==> config.mk <==
export PLATFORM = sky130hd
export DESIGN_NAME = cdc_2phase_bundled_receiver
export DESIGN_NICKNAME = d
export VERILOG_FILES = /design/src/rtl/cdc_2phase_bundled_receiver_pkg.sv /design/src/rtl/cdc_2phase_bundled_receiver_sync.sv /design/src/rtl/cdc_2phase_bundled_receiver.sv
export SDC_FILE = /design/constraint.sdc
export NUM_CORES = 1
export LEC_CHECK = 0
export CAP_MARGIN = 30
export CORE_MARGIN = 2
export CORE_UTILIZATION = 38
export CTS_CLUSTER_SIZE = 10
export DETAILED_ROUTE_END_ITERATION = 6
export GPL_TIMING_DRIVEN = 0
export PLACE_DENSITY_LB_ADDON = 0.2
export SLEW_MARGIN = 20
export SYNTH_ARGS = -nofsm -noshare
export SYNTH_HDL_FRONTEND = slang
export SYNTH_SLANG_ARGS = --single-unit
==> constraint.sdc <==
create_clock -name clock -period 1.2 [get_ports clock]
set_input_delay 0.24 -clock clock [delete_from_list [all_inputs] [get_ports clock]]
set_output_delay 0.24 -clock clock [all_outputs]
set_load 0.005 [all_outputs]
==> src/rtl/cdc_2phase_bundled_receiver_pkg.sv <==
// Shared types and constants for the 2-phase bundled-data receiver.
// Holds the receiver state encoding and the base synchronizer depth.
package cdc_2phase_bundled_receiver_pkg;

  localparam int SYNC_BASE_DEPTH = 2;

  typedef enum logic {
    IDLE = 1'b0,
    HOLD = 1'b1
  } rx_state_t;

endpackage

==> src/rtl/cdc_2phase_bundled_receiver_sync.sv <==
// Multi-flop bit synchronizer for a level or toggle crossing into the clock domain.
// Depth is the package base depth plus EXTRA_DEPTH; every stage clears to 0 on reset.
module cdc_bit_synchronizer
  import cdc_2phase_bundled_receiver_pkg::*;
#(
  parameter int EXTRA_DEPTH = 0
) (
  input  logic clock,
  input  logic clear_n,
  input  logic d,
  output logic q
);

  localparam int DEPTH = SYNC_BASE_DEPTH + EXTRA_DEPTH;

  logic [DEPTH-1:0] stages;

  always_ff @(posedge clock) begin
    if (!clear_n) begin
      stages <= '0;
    end else begin
      stages <= {stages[DEPTH-2:0], d};
    end
  end

  assign q = stages[DEPTH-1];

endmodule

==> src/rtl/cdc_2phase_bundled_receiver.sv <==
// Receiving end of a 2-phase bundled-data crossing: synchronizes the request toggle,
// captures the stable data word, presents it on valid/ready and returns an ack toggle.
module cdc_2phase_bundled_receiver
  import cdc_2phase_bundled_receiver_pkg::*;
#(
  parameter int WORD_WIDTH      = 8,
  parameter int CDC_EXTRA_DEPTH = 0
) (
  input  logic                  clock,
  input  logic                  clear_n,
  input  logic                  req_toggle_in,
  input  logic [WORD_WIDTH-1:0] data_in,
  output logic                  ack_toggle_out,
  output logic                  valid_out,
  input  logic                  ready_in,
  output logic [WORD_WIDTH-1:0] data_out,
  output logic                  protocol_error,
  output rx_state_t             state_dbg
);

  // Handshake: a word transfers on any clock edge where valid_out and ready_in
  // are both high; valid_out never drops without that transfer, and data_out
  // is frozen while valid_out is high. ready_in alone (valid_out low) does nothing.

  rx_state_t state, state_next;
  logic      req_sync;
  logic      req_last;
  logic      new_req;
  logic      capture;
  logic      accept;

  cdc_bit_synchronizer #(
    .EXTRA_DEPTH(CDC_EXTRA_DEPTH)
  ) u_req_sync (
    .clock  (clock),
    .clear_n(clear_n),
    .d      (req_toggle_in),
    .q      (req_sync)
  );

  // req_last only advances on capture, so a request seen during HOLD stays pending.
  assign new_req = (req_sync != req_last);

  always_comb begin
    state_next = state;
    capture    = 1'b0;
    accept     = 1'b0;
    case (state)
      IDLE: begin
        if (new_req) begin
          capture    = 1'b1;
          state_next = HOLD;
        end
      end
      HOLD: begin
        if (ready_in) begin
          accept     = 1'b1;
          state_next = IDLE;
        end
      end
      default: state_next = IDLE;
    endcase
  end

  always_ff @(posedge clock) begin
    if (!clear_n) begin
      state          <= IDLE;
      req_last       <= 1'b0;
      data_out       <= '0;
      ack_toggle_out <= 1'b0;
      protocol_error <= 1'b0;
    end else begin
      state <= state_next;
      if (capture) begin
        data_out <= data_in;
        req_last <= req_sync;
      end
      if (accept) begin
        ack_toggle_out <= ~ack_toggle_out;
      end
      // A request arriving before the sender could have seen our ack is a violation.
      if (state == HOLD && new_req) begin
        protocol_error <= 1'b1;
      end
    end
  end

  assign valid_out = (state == HOLD);
  assign state_dbg = state;

endmodule

== Word level (Yosys, flattened, before mapping) ==
Index checks and enable logic that the tools add are counted.
Word-level totals
  register bits: 14
  input port bits: 12
  output and inout bits: 12
  word-level logic and storage cells: 16
Operators by class
  equality and inequality tests: 1
  multiplexer cells: 6
  bitwise logic cells: 2
  reduce and logical (&&, ||, !) cells: 1
Operators by type and width (count)
  $mux 1: 5
  $not 1->1: 2
  $pmux 1 s2: 1
  $logic_and 1x1->1: 1
  $ne 1x1->1: 1

== Depth between registers and ports, before layout ==
Gate-level depths: netlist (run 1).
  word-level depth: 3
  depth in mapped cells: 4
  mapped depth without buffers: 3

== Cells and area by module ==
From an unflattened synthesis (run 1), not the netlist that was laid out.
Second synthesis, totals
  cells, all modules: 54
  area, all modules: 531.8 um^2
Modules (own cells, without submodules)
  cdc_2phase_bundled_receiver: instances 1, cells an instance 50, area each 479.2 um^2
  cdc_bit_synchronizer: instances 1, cells an instance 4, area each 52.6 um^2

== Worst setup path after synthesis (run 1) ==
OpenSTA, ideal clock, no wires.
  path type: reg2reg
  start: reg u_req_sync.stages[1]
  end: reg data_out[0]
  data arrival time: 0.965 ns
  data required time: 1.128 ns
  path slack: 0.164 ns
  stages on the path, launching flop included: 5
  period minus slack after synthesis: 1.036 ns
  cells stage by stage: dfxtp_1 > xor2_1 > and2b_1 > buf_6 > mux2i_1
Between the ends
  longest elaborated chain between the ends: 3
Ends and longest elaborated chain
  start, declared: RTL line cdc_2phase_bundled_receiver_sync.sv:16  | logic [DEPTH-1:0] stages;
  start signal, assigned: RTL line cdc_2phase_bundled_receiver_sync.sv:22  | stages <= {stages[DEPTH-2:0], d};
  $ne 1x1->1: RTL line cdc_2phase_bundled_receiver.sv:42  | assign new_req = (req_sync != req_last);
  $mux 1: RTL line cdc_2phase_bundled_receiver.sv:50  | if (new_req) begin
  $mux 1: RTL line cdc_2phase_bundled_receiver.sv:48  | case (state)
  end signal, assigned: RTL line cdc_2phase_bundled_receiver.sv:75  | data_out <= data_in;
  end, declared: RTL line cdc_2phase_bundled_receiver.sv:16  | output logic [WORD_WIDTH-1:0] data_out,
Every way passes these cells.
A chain may end at the register's enable or synchronous reset.

== Final worst setup path (run 1) ==
  start: reg req_last
  end: reg data_out[5]
Between the ends
  longest elaborated chain between the ends: 3
Ends and longest elaborated chain
  start, declared: RTL line cdc_2phase_bundled_receiver.sv:27  | logic req_last;
  start signal, assigned: RTL line cdc_2phase_bundled_receiver.sv:76  | req_last <= req_sync;
  $ne 1x1->1: RTL line cdc_2phase_bundled_receiver.sv:42
  $mux 1: RTL line cdc_2phase_bundled_receiver.sv:50
  $mux 1: RTL line cdc_2phase_bundled_receiver.sv:48
Every way passes these cells.

==> impl_metrics.tcl, run 1 <==
set metrics [dict create \
    status "completed" \
    n_antenna_cell 0 \
    yosys-top-cells-count "nand2_1 (17), dfxtp_1 (14), mux2i_1 (9)" \
    crit_chain "xor2_2, and2b_1, buf_6, mux2i_1" \
    setup_viol_count_final 0 \
    syn_to_final_growth_pct 57.2 \
    numClockSinks 14 \
    cp-start-kind "register" \
    ys_warn_count 0 \
    gr-total-overflow 0 \
    ir_worst_vdd_uv 620 \
    worst_ep_arrival_time_ps 1330 \
    vias 436 \
    first_global_vias 398 \
    setup_tns_ps 0 \
    cts_max_level 1 \
    syn_avg_cell_area_um2 9.85 \
    synthCells 54 \
    synth_nets 66 \
    worstSetupPathType "reg -> reg" \
    clockBufferDepth 2 \
    drtPass1Iterations 4 \
    num_rows 13 \
    critical_path.slowest_cell "dfxtp_1" \
    slowest_delay_ps 380 \
    skew_ps 1.12 \
    slew_headroom 0.757 \
    yosysTopAreaCellShare 0.527 \
    viasPerCell 4.45 \
    grt_max_degree 11 \
    hold_viol_final 0 \
    wl_per_cell_um 10.1 \
    r2r_setup_slack_ps 70 \
    synth.area.top_cells "dfxtp_1 (53%), mux2i_1 (17%), nand2_1 (12%), and2_1 (3.5%), nor2b_1 (2.4%)" \
    drive_gt1_frac 0.217 \
    drv_slew 0 \
    drc 0 \
    synth_area_um2 532 \
    insertion_delay_ps 270 \
    end_kind "register" \
    cellLeakagePower_nw 0.394 \
    grt_usage 0.117 \
    first_iter_violations 5 \
    worst_pin_slew_ps 364 \
    num_io_pins 24 \
    nNetsFinal 96 \
    cts_buffers 3 \
    finalPower_w 0.000978 \
    antenna_found_initial 0 \
    crit_fanout 8 \
    max_cap_viol_count 0 \
    gp_congestion 0.619 \
    ant_nets 0 \
    placed_area_um2 781 \
    synth_top_cell_by_area "dfxtp_1" \
    critPathRequiredTime_ps 1400 \
    cts_tree "built" \
    grt_pass1_wl_um 1570 \
    synth_flop_cell "dfxtp_1" \
    worstHoldPathType "reg -> reg" \
    ys_types 13 \
    initial_core_util 0.409 \
    period_share 0.945 \
    synthArstFlopShare 0 \
    synth_seq_area_share 0.527 \
    p_per_area_nw_per_um2 1170 \
    synth-edff-count 0 \
    clk_pin_slew_ps 80 \
    port_buffers 23 \
    fmax_mhz 882 \
    root_buffer "clkbuf_4" \
    core_area_um2 1300 \
    die_h_um 41.4 \
    drt-total-wl_um 990 \
    min_period_ps 1130 \
    dieArea_um2 1710 \
    die_w_um 41.4 \
    hpwl_um 692 \
    ys_seq_elements 14 \
    synth.most_common_cell "nand2_1" \
    final_cell_area_um2 836 \
]
## sequential cells by signal, summed over array words and instances (netlist names)
signal             flops
u_req_sync.stages      2
data_out               8
state_dbg              1
req_last               1
protocol_error         1
ack_toggle_out         1
## layout make-up
class,instances,area (um2)
timing repair buffer,25,229
fill,121,465
buffer,4,27.5
multi-input combinational,36,233
tap,15,18.8
clock buffer,4,36.3
sequential,14,292
## critical path: cells and delay by family (launching register included)
kind | cells | cell delay, ps
xor gates and xnor gates | 1 | 190
muxes | 1 | 180
buffers and inverters | 1 | 150
DFF | 1 | 380
and+or+nand+nor | 1 | 160
## layout by cell type (no fill, tap or decap), types with 2 or more instances in the layout
cell,synthesis,layout
nand2_1,17,17
clkdlybuf4s50_1,0,11
mux2i_1,9,9
dfxtp_2,0,6
dfxtp_1,14,7
nor2b_1,2,2
dlygate4sd2_1,0,11
buf_4,1,4
clkbuf_4,0,3
and2_1,3,3
## routing by layer
layer	share of wire	wire length, um	GRT usage	up-vias
li1	-	-	-	232
met1	0.44	439	0.129	190
met2	0.48	474	0.206	12
met3	0.067	66	0.0304	2
met4	0.0091	9	0.0581	0
met5	0	0	0	-
## metrics by stage
step	hold slack (ps)	util	std cells	setup WS, ps
2_1_floorplan	362	-	54	164
3_3_place_gp	419	0.600	92	-221
5_1_grt	474	0.642	98	-19.2
4_1_cts	442	0.635	98	48.0
6_report	437	0.642	98	66.3
3_5_place_dp	422	0.600	92	-248
## worst paths after layout
path / start / end / depth (start not counted)
max: req_last / data_out[5] / 4
min: u_req_sync.stages[0] / u_req_sync.stages[1] / 1
max reg2reg: req_last / data_out[5] / 4
min reg2reg: u_req_sync.stages[0] / u_req_sync.stages[1] / 1
## what timing repair did
| action | CTS | global route |
|---|---|---|
| setup endpoints to repair | 12 | 8 |
| hold buffers | 0 | 0 |
| setup buffers | 2 | 0 |
| hold endpoints to repair | 0 | 0 |
| gates resized for setup | 20 | 5 |
## cells by family (layout without fill, tap and decap cells)
| family | count (synthesis) | after routing | synth area share |
|---|---|---|---|
| AOI/OAI and AO/OA | 2 | 2 | 0.0282 |
| xor gates and xnor gates | 2 | 2 | 0.0329 |
| buffers and inverters | 4 | 33 | 0.0494 |
| DFF | 14 | 14 | 0.527 |
| muxes | 9 | 9 | 0.169 |
| and+or+nand+nor | 23 | 23 | 0.193 |
## report_power, final
part | switching (W) | internal [W]
Combinational | 0.0000536 | 0.0000956
Sequential | 0.0000122 | 0.000490
Clock | 0.000142 | 0.000184
No activity file was read; power rests on OpenSTA's default activity.
==> run 2: changes to the inputs <==
--- a/config.mk
+++ b/config.mk
@@ -5,7 +5,6 @@
 export SDC_FILE = /design/constraint.sdc
 export NUM_CORES = 1
 export LEC_CHECK = 0
-export CAP_MARGIN = 30
 export CORE_MARGIN = 2
 export CORE_UTILIZATION = 38
 export CTS_CLUSTER_SIZE = 10
==> results of run 2 <==
The final DEF is identical to that of run 1; final timing and power are the same.
